==> config.mk <==
export PLATFORM = sky130hd
export DESIGN_NAME = fpall_op_issuer
export DESIGN_NICKNAME = d
export VERILOG_FILES = /design/src/rtl/fpall_pkg.sv /design/src/rtl/fpall_sync_fifo.sv /design/src/rtl/fpall_op_issuer.sv
export SDC_FILE = /design/constraint.sdc
export NUM_CORES = 1
export LEC_CHECK = 0
export ABC_AREA = 1
export BUFFER_PORTS_ARGS = -buffer_cell sky130_fd_sc_hd__buf_2
export CAP_MARGIN = 10
export CELL_PAD_IN_SITES_DETAIL_PLACEMENT = 1
export CELL_PAD_IN_SITES_GLOBAL_PLACEMENT = 2
export CORE_UTILIZATION = 31
export CTS_CLUSTER_SIZE = 24
export DETAILED_ROUTE_END_ITERATION = 16
export PLACE_DENSITY = 0.73
export SLEW_MARGIN = 20
export SYNTH_ARGS = -nofsm -noshare
export SYNTH_HDL_FRONTEND = slang
export SYNTH_SLANG_ARGS = --single-unit
==> constraint.sdc <==
create_clock -name clk -period 6.5 [get_ports clk]
set_clock_uncertainty 0.05 [all_clocks]
set_input_delay 0.975 -clock clk [delete_from_list [all_inputs] [get_ports clk]]
set_output_delay 0.975 -clock clk [all_outputs]
set_load 0.005 [all_outputs]
==> src/rtl/fpall_pkg.sv <==
// Shared types for the FP arithmetic unit front end: opcode/format encodings
// and the request/response records carried between host, unit and FIFO.
package fpall_pkg;

  typedef enum logic [1:0] {
    FP_ADD  = 2'b00,
    FP_MUL  = 2'b01,
    FP_SQRT = 2'b10,
    FP_DIV  = 2'b11
  } fp_op_e;

  typedef enum logic {
    FMT_FP32 = 1'b0,
    FMT_FP16 = 1'b1
  } fp_fmt_e;

  // Tag width used by the request/response records.
  localparam int FPALL_TAG_W = 4;

  typedef struct packed {
    fp_op_e                 op;
    fp_fmt_e                fmt;
    logic [FPALL_TAG_W-1:0] tag;
    logic [31:0]            x;
    logic [31:0]            y;
  } fpall_req_t;

  typedef struct packed {
    logic [31:0]            data;
    logic [FPALL_TAG_W-1:0] tag;
    fp_fmt_e                fmt;
  } fpall_rsp_t;

endpackage

==> src/rtl/fpall_sync_fifo.sv <==
// Show-ahead synchronous FIFO; the head entry is visible on rd_data while not empty
// and reads as zero when empty.
module fpall_sync_fifo #(
  parameter int WIDTH = 8,
  parameter int DEPTH = 8
) (
  input  logic             clk,
  input  logic             rst,
  input  logic             wr_en,
  input  logic [WIDTH-1:0] wr_data,
  input  logic             rd_en,
  output logic [WIDTH-1:0] rd_data,
  output logic             empty,
  output logic             full
);

  localparam int AW = $clog2(DEPTH);
  localparam logic [AW:0] PTR_ONE = 1;

  logic [WIDTH-1:0] mem_q [DEPTH];
  logic [AW:0]      wr_ptr_q, wr_ptr_d;
  logic [AW:0]      rd_ptr_q, rd_ptr_d;

  // The extra pointer bit separates full from empty when the indices match.
  assign empty   = (wr_ptr_q == rd_ptr_q);
  assign full    = (wr_ptr_q[AW] != rd_ptr_q[AW]) &&
                   (wr_ptr_q[AW-1:0] == rd_ptr_q[AW-1:0]);
  assign rd_data = empty ? '0 : mem_q[rd_ptr_q[AW-1:0]];

  always_comb begin
    // NOTE: defaults first so every path assigns every output; otherwise a latch is inferred.
    wr_ptr_d = wr_ptr_q;
    rd_ptr_d = rd_ptr_q;
    if (wr_en)          wr_ptr_d = wr_ptr_q + PTR_ONE;
    if (rd_en && !empty) rd_ptr_d = rd_ptr_q + PTR_ONE;
  end

  // NOTE: storage is deliberately not reset; the pointers alone define which entries are live.
  always_ff @(posedge clk) begin
    if (wr_en) mem_q[wr_ptr_q[AW-1:0]] <= wr_data;
  end

  always_ff @(posedge clk or posedge rst) begin
    // NOTE: non-blocking assignments in clocked blocks so every flop samples pre-edge values.
    if (rst) begin
      wr_ptr_q <= '0;
      rd_ptr_q <= '0;
    end else begin
      wr_ptr_q <= wr_ptr_d;
      rd_ptr_q <= rd_ptr_d;
    end
  end

endmodule

==> src/rtl/fpall_op_issuer.sv <==
// Host-side front end of the shared FP unit: credit-gated issue, fixed-latency tracking
// of in-flight ops, and in-order capture of results into a show-ahead response FIFO.
module fpall_op_issuer
  import fpall_pkg::*;
#(
  parameter int LATENCY    = 2,
  parameter int TAG_W      = FPALL_TAG_W,
  parameter int FIFO_DEPTH = 8
) (
  input  logic             clk,
  input  logic             rst,
  input  logic             req_valid,
  output logic             req_ready,
  input  logic [1:0]       req_op,
  input  logic             req_fmt,
  input  logic [TAG_W-1:0] req_tag,
  input  logic [31:0]      req_x,
  input  logic [31:0]      req_y,
  output logic [1:0]       fp_opcode,
  output logic             fp_fmt,
  output logic [31:0]      fp_x,
  output logic [31:0]      fp_y,
  input  logic [31:0]      fp_r,
  output logic             rsp_valid,
  input  logic             rsp_ready,
  output logic [31:0]      rsp_data,
  output logic [TAG_W-1:0] rsp_tag,
  output logic             rsp_fmt,
  output logic             busy
);

  localparam int CW = $clog2(FIFO_DEPTH + 1);

  fpall_req_t       req_c;
  fpall_rsp_t       cap_c;
  fpall_rsp_t       head_c;
  logic             accept;
  logic             pop;
  logic             fifo_empty;
  logic             fifo_full;

  logic [CW-1:0]    credits_q, credits_d;
  fp_op_e           op_q, op_d;
  fp_fmt_e          fmt_q, fmt_d;
  logic [31:0]      x_q, x_d;
  logic [31:0]      y_q, y_d;

  logic [LATENCY:0] trk_vld_q, trk_vld_d;
  logic [TAG_W-1:0] trk_tag_q [LATENCY+1];
  logic [TAG_W-1:0] trk_tag_d [LATENCY+1];
  fp_fmt_e          trk_fmt_q [LATENCY+1];
  fp_fmt_e          trk_fmt_d [LATENCY+1];

  always_comb begin
    req_c.op  = fp_op_e'(req_op);
    req_c.fmt = fp_fmt_e'(req_fmt);
    req_c.tag = req_tag;
    req_c.x   = req_x;
    req_c.y   = req_y;
  end

  // Admission depends only on the credit register, never on this cycle's pop.
  assign req_ready = !rst && (credits_q < CW'(FIFO_DEPTH));
  assign accept    = req_valid && req_ready;
  assign pop       = rsp_valid && rsp_ready;
  assign busy      = (credits_q != '0);

  always_comb begin
    credits_d = credits_q;
    case ({accept, pop})
      2'b10:   credits_d = credits_q + CW'(1);
      2'b01:   credits_d = credits_q - CW'(1);
      default: credits_d = credits_q;
    endcase
  end

  always_comb begin
    op_d  = op_q;
    fmt_d = fmt_q;
    x_d   = x_q;
    y_d   = y_q;
    if (accept) begin
      op_d  = req_c.op;
      fmt_d = req_c.fmt;
      x_d   = req_c.x;
      y_d   = req_c.y;
    end
  end

  // Stage i of the tracker lines up with the unit's stage i; bubbles shift through as valid=0.
  always_comb begin
    trk_vld_d[0] = accept;
    trk_tag_d[0] = req_c.tag;
    trk_fmt_d[0] = req_c.fmt;
    for (int i = 1; i <= LATENCY; i++) begin
      trk_vld_d[i] = trk_vld_q[i-1];
      trk_tag_d[i] = trk_tag_q[i-1];
      trk_fmt_d[i] = trk_fmt_q[i-1];
    end
  end

  always_ff @(posedge clk or posedge rst) begin
    if (rst) begin
      credits_q <= '0;
      op_q      <= FP_ADD;
      fmt_q     <= FMT_FP32;
      x_q       <= '0;
      y_q       <= '0;
      trk_vld_q <= '0;
      for (int i = 0; i <= LATENCY; i++) begin
        trk_tag_q[i] <= '0;
        trk_fmt_q[i] <= FMT_FP32;
      end
    end else begin
      credits_q <= credits_d;
      op_q      <= op_d;
      fmt_q     <= fmt_d;
      x_q       <= x_d;
      y_q       <= y_d;
      trk_vld_q <= trk_vld_d;
      trk_tag_q <= trk_tag_d;
      trk_fmt_q <= trk_fmt_d;
    end
  end

  assign fp_opcode = op_q;
  assign fp_fmt    = fmt_q;
  assign fp_x      = x_q;
  assign fp_y      = y_q;

  always_comb begin
    cap_c.data = fp_r;
    cap_c.tag  = trk_tag_q[LATENCY];
    cap_c.fmt  = trk_fmt_q[LATENCY];
  end

  fpall_sync_fifo #(
    .WIDTH ($bits(fpall_rsp_t)),
    .DEPTH (FIFO_DEPTH)
  ) u_rsp_fifo (
    .clk     (clk),
    .rst     (rst),
    .wr_en   (trk_vld_q[LATENCY]),
    .wr_data (cap_c),
    .rd_en   (pop),
    .rd_data (head_c),
    .empty   (fifo_empty),
    .full    (fifo_full)
  );

  assign rsp_valid = !fifo_empty;
  assign rsp_data  = head_c.data;
  assign rsp_tag   = head_c.tag;
  assign rsp_fmt   = head_c.fmt;

  // Every op in flight holds a credit, so a capture into a full FIFO is always paired with a pop.
  a_no_overflow: assert property (@(posedge clk) disable iff (rst)
    (trk_vld_q[LATENCY] && fifo_full) |-> pop);
  a_credit_bound: assert property (@(posedge clk) disable iff (rst)
    credits_q <= CW'(FIFO_DEPTH));
  a_entries_hold_credit: assert property (@(posedge clk) disable iff (rst)
    !fifo_empty |-> busy);

endmodule

==> Word-level counts from Yosys, hierarchy flattened <==
Memory sizes are Yosys's and may differ from the RTL's.
Cells that the tools add are included.
{ "classes": {"add_sub_neg": 4, "n_lt_le_gt_ge": 1, "eq_ne": 3, "muxes": 4, "reduce_logical": 8} }
{ "ops": {"columns": ["cell", "n"], "rows": [
  ["$mux 37", 1],
  ["$add 4x1->4 const B", 3],
  ["$pmux 4 s2", 1],
  ["$eq 4x4->1", 1],
  ["$logic_and 1x1->1", 4],
  ["$lt 4x4->1 const B", 1],
  ["$reduce_bool 4->1", 1],
  ["$sub 4x1->4 const B", 1],
  ["$eq 2x1->1 const B", 1],
  ["$eq 2x2->1 const B", 1],
  ["$logic_not 1->1", 2],
  ["$mux 1", 2],
  ["$reduce_bool 2->1", 1]
]} }
{ "totals": {"reg_bits": 97, "mem_bits_rw": 296, "inputBits": 107, "output_inout_bits": 107, "n_memories": 1} }
{ "memory_table": {"columns": ["memory", "words", "word_bits", "rd", "rd_ports_with_merged_regs", "write_ports", "line", "source"], "rows": [
  ["u_rsp_fifo.mem_q", 8, 37, 1, 0, 1, "fpall_sync_fifo.sv:20", "logic [WIDTH-1:0] mem_q [DEPTH];"]
]} }

==> Depth between registers and ports, before layout <==
Gate-level depths: netlist of the first run.
{ "depth": {"depth_word": 5, "depth_mapped": 16, "mapped_depth_nobuf": 14} }

==> By module <==
Synthesis of the first run repeated with hierarchy kept, for this count alone.
{ "hier_totals": {"hier_cells": 1518, "hier_area_um2": 15981.6} }
{ "by_module_without_submodules": {"columns": ["mod", "n_inst", "cells_each", "area_each_um2", "seq_area_each_um2"], "rows": [
  ["fpall_sync_fifo", 1, 1173, 12699.7, 9088.7],
  ["fpall_op_issuer", 1, 345, 3281.9, 2227.1]
]} }

==> Worst setup path before layout of the first run <==
OpenSTA, ideal clock, no wires.
{ "synth_timing": {"path_kind": "input to register", "from": "input rst", "to": "register credits_q[2]", "setup_time_ps": 127, "t_arrival_ps": 2574, "t_required_ps": 6323, "path_slack_ps": 3749, "path_stages": 11, "path_buffers": 1, "cell_sequence": "nor2_1 > nand2_1 > clkbuf_1 > ha_1 > nand2_1 > nand2_1 > ha_1 > a21o_1 > or2_2 > nand3_1 > o21ai_0"} }
{ "synth_between": {"elab_chain_len": 5, "elab_cells_between_ends": 7} }
{ "synth_lines": {"columns": ["element", "line", "source"], "rows": [
  ["from (decl)", "fpall_op_issuer.sv:11", "input logic rst,"],
  ["$logic_not 1->1 (no source line) (*)", null, null],
  ["$logic_and 1x1->1 (*)", "fpall_op_issuer.sv:63", "assign req_ready = !rst && (credits_q < CW'(FIFO_DEPTH));"],
  ["$logic_and 1x1->1 (*)", "fpall_op_issuer.sv:64", "assign accept = req_valid && req_ready;"],
  ["$eq 2x1->1 or $eq 2x2->1 (tied branches)", "fpall_op_issuer.sv:70", "case ({accept, pop})"],
  ["$pmux 4 s2 or $reduce_bool 2->1 (tied branches)", null, null],
  ["to (signal assigned)", "fpall_op_issuer.sv:115", "credits_q <= credits_d;"],
  ["to (decl)", "fpall_op_issuer.sv:42", "logic [CW-1:0] credits_q, credits_d;"]
]} }
Every way passes the cells marked *; elsewhere a longest branch is shown, timed or not.
A chain may end at the register's enable or synchronous reset.

==> Worst setup path after layout of the first run <==
{ "layout_timing": {"from": "register u_rsp_fifo.rd_ptr_q[0]", "to": "output rsp_data[19]"} }
{ "layout_between": {"elab_chain_len": 2, "elab_cells_between_ends": 3} }
{ "layout_lines": {"columns": ["element", "line", "source"], "rows": [
  ["from (decl)", "fpall_sync_fifo.sv:22", "logic [AW:0] rd_ptr_q, rd_ptr_d;"],
  ["from (signal assigned)", "fpall_sync_fifo.sv:50", "rd_ptr_q <= rd_ptr_d;"],
  ["$mem_v2 8x37 or $eq 4x4->1 (tied branches)", null, null],
  ["$mux 37 (*)", "fpall_sync_fifo.sv:28", "assign rd_data = empty ? '0 : mem_q[rd_ptr_q[AW-1:0]];"],
  ["to (decl)", "fpall_op_issuer.sv:26", "output logic [31:0] rsp_data,"]
]} }
Marked as above.

==> results of run 1 <==
layout by cell type, fill, tap and decap left out, types with 2 or more instances in the layout:
master	instances
o21ai_1	13
inv_1	11
clkinv_1	2
nand2_1	266
clkbuf_1	12
ha_1	5
xor2_1	8
dfrtp_4	2
clkinv_2	4
buf_2	213
nand3_1	9
clkbuf_16	46
buf_4	14
clkinvlp_4	6
nor2_4	8
o21ai_0	138
o211ai_1	37
nor2_1	263
diode_2	2
xnor2_1	2
clkinv_8	2
dfrtp_1	94
edfxtp_1	296
o22ai_1	37
flip-flops by register name (all words and copies together) (netlist names):
| name | cells |
|---|---|
| u_rsp_fifo.mem_q | 296 |
| fp_x | 32 |
| fp_y | 32 |
| trk_tag_d | 8 |
| cap_c | 5 |
| credits_q | 4 |
| u_rsp_fifo.rd_ptr_q | 4 |
| u_rsp_fifo.wr_ptr_q | 4 |
| trk_vld_q | 3 |
| fp_opcode | 2 |
| trk_fmt_d | 2 |
| fp_fmt | 1 |
routing by layer:
| layer | GRT usage | vias to the layer above |
|---|---|---|
| li1 | - | 4790 |
| met1 | 0.187 | 5013 |
| met2 | 0.276 | 254 |
| met3 | 0.0534 | 52 |
| met4 | 0.0419 | 4 |
| met5 | 0 | - |
stage by stage:
stage | hold slack (ns) | power, uW | utilization
3_3_place_gp | 0.284 | 5970 | 0.347
5_1_grt | 0.315 | 8820 | 0.375
2_1_floorplan | 0.281 | 4970 | -
3_5_place_dp | 0.286 | 6030 | 0.347
6_report | 0.298 | 8220 | 0.375
4_1_cts | 0.300 | 8410 | 0.375
cell type report:
cell class | instances | area [sq um] | area share
sequential | 393 | 11300 | 0.617
multi-input combinational | 794 | 3600 | 0.196
clock buffer | 59 | 1210 | 0.0660
timing repair buffer | 227 | 1170 | 0.0638
tap | 664 | 831 | 0.0453
clock inverter | 14 | 130 | 0.00709
inverter | 15 | 67.6 | 0.00368
antenna | 2 | 5.00 | 0.000273
kinds of logic (layout without fill, tap and decap cells):
kind of cell	after synthesis	after routing
simple gates	552	552
flops	393	393
compound gates	226	226
buf+inv	91	315
xor+xnor	11	11
fa+ha+maj	5	5
other cells	0	2
power breakdown:
part	internal, uW	total (uW)	switching (uW)
Combinational	928	2580	1650
Sequential	3060	3330	268
Clock	1340	2320	973
Total	5330	8220	2890
worst reg2reg max path: stages (launching register included):
cell and delay (ns):
dfrtp_4 0.99, xor2_2 0.19, nor2_2 0.06, nand2_4 0.54, nand2_1 0.28, inv_1 0.16, ha_1 0.23, inv_1 0.06
nand2_1 0.05, nand2_1 0.07, ha_1 0.18, a21o_1 0.16, or2_2 0.27, nand3_1 0.06, o21ai_0 0.08
worst paths after layout:
| check | startpoint | to | slack, ns | cells past startpoint |
|---|---|---|---|---|
| worst max-delay path | u_rsp_fifo.rd_ptr_q[0]$_DFFE_PP0P_ | rsp_data[19] | 2.14 | 6 |
| worst min-delay path | trk_tag_d[0]$_DFF_PP0_ | cap_c[1]$_DFF_PP0_ | 0.30 | 0 |
| worst max register to register | u_rsp_fifo.rd_ptr_q[0]$_DFFE_PP0P_ | credits_q[2]$_DFFE_PP0P_ | 2.93 | 14 |
| worst min register to register | trk_tag_d[0]$_DFF_PP0_ | cap_c[1]$_DFF_PP0_ | 0.30 | 0 |
| max in group asynchronous | rst | u_rsp_fifo.rd_ptr_q[1]$_DFFE_PP0P_ | 4.79 | 3 |
| min in group asynchronous | rst | fp_y[11]$_DFFE_PP0P_ | 0.43 | 2 |
==> summary.md, run 1 <==
| Metric | Value |
|---|---|
| Status | completed |
| Number of vias per cell | around 4.7 |
| Post-synth top area cell | edfxtp_1 |
| Count of nets after finishing | about 1.6k |
| TritonCTS Buffers | 44 |
| Routed WL | 39.3 mm |
| Synth unique cells | 30 |
| Max-cap violations | 0 |
| Final Max Tran Viols | 0 |
| First-pass GRT wire length | 61.3 mm |
| Top cells by count, synth | edfxtp_1, nor2_1, nand2_1 |
| Worst IR Drop VDD | 0.284 mV |
| Global Route Usage Sum | 0.159 |
| Deepest clock path buffer count | 3 |
| Layout fillers | about 5.3k |
| Worst path arrival time | around 3.3 ns |
| Finished Layout Cells | roughly 2.2k |
| CP max stage delay | 0.99 ns |
| Syn Inst Count | roughly 1.3k |
| Hold Crit Class | reg2reg |
| Initial Util | 0.314 |
| Final period utilization | 0.671 |
| Placed cells | 2093 |
| DRC | 0 |
| Post-synthesis average cell area | 12.0 sq um |
| Clk Latency, worst-skew pair | between 0.5 and 0.6 ns |
| Relative slew slack | 0.295 |
| # IOs | 214 |
| Final worst setup slack | approximately 2.1 ns |
| Routed met3 length | 3.03 mm |
| Via count | approximately 10k |
| Antenna violations before repair | 2 |
| Detail Placement HPWL | 21.9 mm |
| WL met1 | approximately 17 mm |
| FFs w/ async S/R, synth | 0.247 |
| RSZ-0062 raised after global routing | false |
| Worst-Margin Slew | between 1 and 1.5 ns |
| Hold Buf Count CTS | 0 |
| TritonCTS clock tree | yes |
| Primary FF master, synth | edfxtp_1 |
| Synth Area in Compound Gates | 0.0829 |
| Simple-gate share of the synthesized area | 0.137 |
| TNS Setup | 0 ns |
| Crit path time final | approximately 4.4 ns |
| Leakage | 0.00726 uW |
| Clk Tree Root Cell | clkbuf_16 |
| Met2 wire len | around 19 mm |
| CP startpoint kind | flop |
| CP delay by family, top | flip-flops |
| CP Capture Type | output port |
| Die ar. | roughly 0.05 sq mm |
| Ratio of cells with drive above 1 in the final layout | 0.204 |
| First-pass iteration count of the detailed router | 4 |
| Chip Width | between 200 and 250 um |
| PD cells | around 450 mW/mm^2 |
| F_max | between 0.2 and 0.25 GHz |
| Largest net degree at the start of global routing | 150 |
| #FFs+latches synth | 393 |
| CP max stage cell | dfrtp_4 |
| Clock H-tree levels | 2 |
| Placement Setup Slack | between 2 and 3 ns |
| Post_cts resized | 0 |
| Sinks on Clock Net | 393 |
| Top cells by area, synth | edfxtp_1, dfrtp_1, nor2_1 |
| Worst path cell trace | buf_4 -> o21ai_0 -> o22ai_1 -> nor2_1 -> nor2_1 -> buf_2 |
| Synthesis-to-finish area growth | 19.4% |
| I/O Buffers | ~210 |
| Final hold violation count | 0 |
| Vias in the first global route | ~11k |
| Most common cell in the synthesized netlist | edfxtp_1 |
| Top cell type's share of synthesized area | 0.579 |
| Top Metal Used | met5 |
| # rows | 81 |
| XOR/XNOR share of the synthesized area | 0.00676 |
| Worst Path Max Fanout | 79 |
| Syn_nets | 1390 |
| Placed inst area | around 0.017 sq mm |
| GP Congestion | approximately 0.71 |
| Crit-path most repeated cell | nor2_1 |
| Buffers & Inverters on Critical Path | 2 |
| Setup Fix Bufs, Post-CTS | 0 |
| Fin area | around 0.018 sq mm |
| Setup-failing EPs final | 0 |
| 1st-iter DRT viols | ~390 |
| Adder-cell share of the synthesized area | 0.00407 |
| DR WL/cell | around 18 um |
| Post-synthesis mux area share | 0 |
| Main combinational cell family by area after synthesis | simple AND/OR/NAND/NOR gates |
| Critical path type | reg2out |
| Die Height | 225 um |
| Post-synth EDFFs | around 300 |
| Worst EP required | 5.47 ns |
| Register area share after synthesis | 0.737 |
| CORE AREA | between 0.04 and 0.05 sq mm |
| Remaining Overflow, GRT | 0 |
| Remaining antenna violation count | 0 |
| Mapped cell area | 0.0154 sq mm |
| Clk slew on worst S/H paths | approximately 0.06 ns |
| Yosys warns | 0 |
(Power assumes the default switching activity.)
==> run 2, diff against run 1 <==
Clock period 6.5 ns to 4.5 ns, I/O delays scaled along.
==> summary.md, run 2 (synthesized netlist as in run 1, its figures left out) <==
| Metric | Value |
|---|---|
| Routed WL | 40.2 mm (+2.3%) |
| Most common cell after layout, fill and taps aside | edfxtp_1 |
| DR WL/cell | 18.5 um (+1.9%) |
| Final hold violation count | 0 (unchanged) |
| 1st-iter DRT viols | 366 (-5.2%) |
| Global Route Usage Sum | 0.163 (+0.00426) |
| Setup Fix Bufs, Post-CTS | 0 (unchanged) |
| Leakage | 0.00732 uW (+0.90%) |
| Hold Startpoint | req_tag[3] |
| DRC | 0 (unchanged) |
| Die ar. | 0.0504 sq mm (unchanged) |
| Detail Placement HPWL | 23.2 mm (+6.0%) |
| Placed inst area | 0.0171 sq mm (+0.34%) |
| CP startpoint kind | flop |
| Clk slew on worst S/H paths | 0.06 ns (about the same) |
| Max-cap violations | 0 (unchanged) |
| Worst IR Drop VDD | 0.317 mV (+12%) |
| # rows | 81 (unchanged) |
| Number of vias per cell | 4.71 (+0.92%) |
| Hold Buf Count CTS | 0 (unchanged) |
| Worst path cell trace | buf_4 -> o21ai_0 -> o211ai_1 -> nand2_1 -> nor2_1 -> buf_2 |
| F_max | ~0.27 GHz |
| Largest net degree at the start of global routing | 119 (-21%) |
| Placement Setup Slack | 1.24 ns (-1.48 ns) |
| Clk Latency, worst-skew pair | 0.57 ns (about the same) |
| TritonCTS Buffers | 44 (unchanged) |
| Critical path type | reg2out |
| Depth of the most critical reg-to-reg path | 14 (unchanged) |
| Remaining Overflow, GRT | 0 (unchanged) |
| Relative slew slack | 0.302 (+0.00722) |
| Remaining antenna violation count | 0 (unchanged) |
| Via count | 10.2k (+1.2%) |
| Worst Path Max Fanout | 80 (+1.3%) |
| Fin area | 0.0184 sq mm (+0.51%) |
| TNS Setup | 0 ns (unchanged) |
| Count of nets after finishing | 1590 (+0.19%) |
| Deepest clock path buffer count | 3 (unchanged) |
| Most frequent cells in the layout | edfxtp_1, nand2_1, nor2_1, buf_2, o21ai_0 |
| I/O Buffers | 213 (unchanged) |
| Post_cts resized | 0 (unchanged) |
| Die Height | 225 um (unchanged) |
| CP max stage delay | 0.73 ns (-0.26 ns) |
| Clock H-tree levels | 2 (unchanged) |
| Crit path time final | 3.69 ns |
| First-pass iteration count of the detailed router | 4 (unchanged) |
| Vias in the first global route | 10.9k (-0.16%) |
| TritonCTS clock tree | yes |
| Setup-failing EPs final | 0 (unchanged) |
| CP max stage cell | buf_4 |
| Antenna violations before repair | 1 (-1) |
| Worst-Margin Slew | 1.05 ns (-0.0108 ns) |
| Final worst setup slack | 0.813 ns (-1.33 ns) |
| Clk Tree Root Cell | clkbuf_16 |
| Instance count on the critical path | 6 (unchanged) |
| Status | completed |
| CP delay by family, top | buffers and inverters |
| Final Max Tran Viols | 0 (unchanged) |
| Ratio of cells with drive above 1 in the final layout | 0.203 (-0.000552) |
| CORE AREA | 0.0490 sq mm (unchanged) |
| # diodes | 0 (-2) |
| Initial Util | 0.314 (unchanged) |
| Chip Width | 225 um (unchanged) |
| Synthesis-to-finish area growth | 20.1% |
| Sinks on Clock Net | 393 (unchanged) |
| Worst R2R End | credits_q[2]$_DFFE_PP0P_ |
| First-pass GRT wire length | 63.6 mm (+3.7%) |
| Worst path arrival time | 2.96 ns (-0.37 ns) |
| Hold Path End | trk_tag_d[7]$_DFF_PP0_ |
| Hold Crit Class | in2reg |
| Worst EP required | 3.77 ns (-1.70 ns) |
| Final period utilization | 0.819 |
| CP Capture Type | output port |
| PD cells | 655 mW/mm^2 (+46%) |
| Hold Path Depth | 1 (+1) |
| # IOs | 214 (unchanged) |
| GP Congestion | 0.702 (-1.2%) |
| FF-to-FF Start | u_rsp_fifo.rd_ptr_q[1]$_DFFE_PP0P_ |
| RSZ-0062 raised after global routing | false |
| Max reg flops | 296 (unchanged) |
| Buffers & Inverters on Critical Path | 2 (unchanged) |
| Flop-to-flop setup slack | 1.27 ns (-1.66 ns) |
run 2: changes by cell type in the layout (fill, tap and decap cells not counted), sizes merged:
cell and change:
clkinv +7, clkinvlp -6, buf +3, bufinv +2, clkbuf +2, diode -2, inv +1
run 2: per-stage QoR:
step / utilization / cells / hold WS [ns] / power (uW)
3_5_place_dp: 0.348 / 2096 / 0.286 / 8790
5_1_grt: 0.377 / 2175 / 0.132 / 13000
2_1_floorplan: - / 1278 / 0.281 / 7170
4_1_cts: 0.377 / 2175 / 0.116 / 12300
3_3_place_gp: 0.348 / 2096 / 0.285 / 8690
6_report: 0.377 / 2175 / 0.160 / 12100
run 2: cell type report:
type / instances / area [sq um]
inverter: 15 / 65.1
timing repair buffer: 230 / 1230
fill: 5343 / 30500
tap: 664 / 831
clock inverter: 18 / 196
clock buffer: 61 / 1180
multi-input combinational: 794 / 3600
sequential: 393 / 11300
run 2: worst register-to-register path, delay by kind of cell, from the launching register on:
family                     cells  cell delay, ns
xor gates and xnor gates       1            0.22
DFF                            1            0.71
and+or+nand+nor                7            1.30
buffers and inverters          2            0.19
AOI/OAI and AO/OA              2            0.23
adders and majority gates      2            0.42
run 2: worst max-delay path by stage:
| stage | startpoint | to |
|---|---|---|
| after detailed placement | u_rsp_fifo.rd_ptr_q[1]$_DFFE_PP0P_ | credits_q[2]$_DFFE_PP0P_ |
| after global placement | u_rsp_fifo.rd_ptr_q[1]$_DFFE_PP0P_ | credits_q[2]$_DFFE_PP0P_ |
| after global routing | u_rsp_fifo.rd_ptr_q[1]$_DFFE_PP0P_ | rsp_data[25] |
| final | u_rsp_fifo.rd_ptr_q[1]$_DFFE_PP0P_ | rsp_data[31] |
| after floorplan | rst | cap_c[0]$_DFF_PP0_ |
| after CTS | u_rsp_fifo.rd_ptr_q[1]$_DFFE_PP0P_ | rsp_fmt |
run 2: where the power goes:
| part | internal (uW) | leakage, uW | switching, uW | total (uW) |
|---|---|---|---|---|
| clock | 2020 | 0.000670 | 1450 | 3470 |
| sequential | 4420 | 0.00386 | 350 | 4770 |
| combinational | 1380 | 0.00279 | 2470 | 3850 |
run 2: per-layer routing:
| metal | vias to the layer above | wire length, um | track usage |
|---|---|---|---|
| met2 | 273 | 19300 | 0.272 |
| li1 | 4821 | - | - |
| met3 | 51 | 2930 | 0.0457 |
| met1 | 5092 | 17200 | 0.207 |
| met5 | - | 8 | 0 |
| met4 | 2 | 766 | 0.0485 |
==> run 3, diff against run 2 <==
Settings changed: PLACE_DENSITY 0.73 to 0.76.
Clock period 4.5 ns to 3 ns, I/O delays scaled along.
==> summary.md, run 3 (synthesized netlist as in run 1, its figures left out) <==
| Metric | Value |
|---|---|
| RSZ-0062 raised after global routing | true |
| Die Height | 225 um (unchanged) |
| TritonCTS Buffers | 44 (unchanged) |
| PD cells | 968 mW/mm^2 (+48%) |
| CP startpoint kind | flop |
| # IOs | 214 (unchanged) |
| Most frequent cells in the layout | edfxtp_1, nand2_1, nor2_1, buf_2, o21ai_0 |
| Remaining antenna violation count | 0 (unchanged) |
| Failing checks | negative hold slack |
| Die ar. | 0.0504 sq mm (unchanged) |
| Worst EP required | 2.50 ns (-1.27 ns) |
| Worst Setup SP | u_rsp_fifo.rd_ptr_q[0]$_DFFE_PP0P_ |
| Via count | 10.3k (+0.32%) |
| Sinks on Clock Net | 393 (unchanged) |
| Critical path type | reg2out |
| 1st-iter DRT viols | 486 (+33%) |
| Buffers & Inverters on Critical Path | 3 (+1) |
| Most common cell after layout, fill and taps aside | edfxtp_1 |
| Remaining Overflow, GRT | 0 (unchanged) |
| Final period utilization | 0.981 |
| Ratio of cells with drive above 1 in the final layout | 0.209 (+0.00616) |
| # rows | 81 (unchanged) |
| Relative slew slack | 0.473 (+0.172) |
| Worst-Margin Slew | 0.790 ns (-0.258 ns) |
| Final Max Tran Viols | 0 (unchanged) |
| Finished Layout Cells | 2209 (+1.6%) |
| First-pass iteration count of the detailed router | 6 (+2) |
| Placed cells | 2109 (+0.62%) |
| Hold Slack | -0.00497 ns (-0.165 ns) |
| Layout fillers | 5369 (+0.49%) |
| FF+latch area | 0.0113 sq mm (unchanged) |
| Fin area | 0.0188 sq mm (+1.9%) |
| Flop-to-flop setup slack | 0.58 ns (-0.69 ns) |
| Initial Util | 0.314 (unchanged) |
| F_max | ~0.34 GHz |
| Hold Crit Class | in2async |
| Max reg flops | 296 (unchanged) |
| Depth of the most critical reg-to-reg path | 13 (-1) |
| Detail Placement HPWL | 23.7 mm (+2.2%) |
| DRC | 0 (unchanged) |
| Final hold violation count | 8 (+8) |
| CP delay by family, top | buffers and inverters |
| Setup-failing EPs final | 0 (unchanged) |
| FF-to-FF Start | u_rsp_fifo.rd_ptr_q[1]$_DFFE_PP0P_ |
| Clk Tree Root Cell | clkbuf_16 |
| Layout Utilization | 0.384 (+0.00705) |
| Clock H-tree levels | 2 (unchanged) |
| Clk Latency, worst-skew pair | 0.56 ns (about the same) |
| Crit path time final | 2.94 ns |
| Max-cap violations | 0 (unchanged) |
| CORE AREA | 0.0490 sq mm (unchanged) |
| Vias in the first global route | 10.9k (-0.56%) |
| I/O Buffers | 213 (unchanged) |
| Status | finished with violations |
| Antenna violations before repair | 5 (+4) |
| GP Congestion | 0.732 (+4.3%) |
| Worst path cell trace | inv_4 -> buf_12 -> o21ai_0 -> o211ai_1 -> nand2_1 -> nor2_1 -> buf_2 |
| CP max stage cell | dfrtp_4 |
| Worst Path Max Fanout | 68 (-15%) |
| Worst IR Drop VDD | 0.431 mV (+36%) |
| CP max stage delay | 0.51 ns (-0.22 ns) |
| CP Capture Type | output port |
| TritonCTS clock tree | yes |
| Worst R2R End | credits_q[2]$_DFFE_PP0P_ |
| Leakage | 0.00748 uW (+2.1%) |
| Area of the multi-input gates | 0.00360 sq mm (unchanged) |
| Number of vias per cell | 4.65 (-1.2%) |
| Largest net degree at the start of global routing | 78 (-34%) |
| Count of nets after finishing | 1624 (+2.1%) |
| Deepest clock path buffer count | 3 (unchanged) |
| DR WL/cell | 18.1 um (-2.1%) |
| Chip Width | 225 um (unchanged) |
| Placed inst area | 0.0172 sq mm (+0.87%) |
| Global Route Usage Sum | 0.161 (-0.00253) |
| Worst path arrival time | 2.44 ns (-0.52 ns) |
| Routed WL | 40.0 mm (-0.59%) |
| Clk slew on worst S/H paths | 0.05 ns (about the same) |
| First-pass GRT wire length | 62.7 mm (-1.4%) |
| Synthesis-to-finish area growth | 22.3% |
[run 3: layer usage]
metal / share of wire / GRT usage
met1: 0.44 / 0.208
met3: 0.071 / 0.0529
met4: 0.021 / 0.0452
met2: 0.47 / 0.258
met5: 0.00068 / 0
[run 3: through the flow]
stage | total power (uW) | setup TNS (ns) | worst slack, ns | hold slack, ns
after floorplan | 10800 | 0 | 0.322 | 0.281
after global placement | 13100 | 0 | 0.551 | 0.285
after detailed placement | 13200 | 0 | 0.489 | 0.286
after CTS | 18500 | 0 | 0.00496 | 0.000123
after global routing | 19400 | -0.970 | -0.0974 | 0.0124
final | 18200 | 0 | 0.0560 | -0.00497
[run 3: worst max path at each step]
stage                                  endpoint  slack [ns]  cells past startpoint
3_5_place_dp                       rsp_data[31]        0.49                      6
6_report                            rsp_data[9]        0.06                      7
3_3_place_gp                         rsp_tag[3]        0.55                      6
5_1_grt                            rsp_data[30]        -0.1                      8
4_1_cts                            rsp_data[30]       0.005                      8
2_1_floorplan  u_rsp_fifo.mem_q[7][0]$_DFFE_PP_        0.32                      2
[run 3: final cells by class]
| type | instances | share of cell area |
|---|---|---|
| clock inverters | 24 | 0.0111 |
| inverters | 15 | 0.00340 |
| repair buffers | 264 | 0.0852 |
| multi-input cells | 794 | 0.192 |
| flip-flops and latches | 393 | 0.603 |
| well taps | 664 | 0.0442 |
| diodes | 2 | 0.000266 |
| clock buffers | 53 | 0.0610 |
[run 3: report_power, final]
part	switching, uW	leakage [uW]	internal (uW)	total (uW)
Clock	2170	0.000663	2970	5140
Combinational	3860	0.00296	2170	6030
Sequential	383	0.00386	6620	7010
Total	6410	0.00748	11800	18200
[run 3: repair_timing]
action | in CTS | in global routing
gates resized for setup | 1 | 2
buffers inserted | 0 | 0
setup endpoints to repair | 14 | 21
hold buffers | 21 | 0
endpoints found under the hold margin | 21 | 0
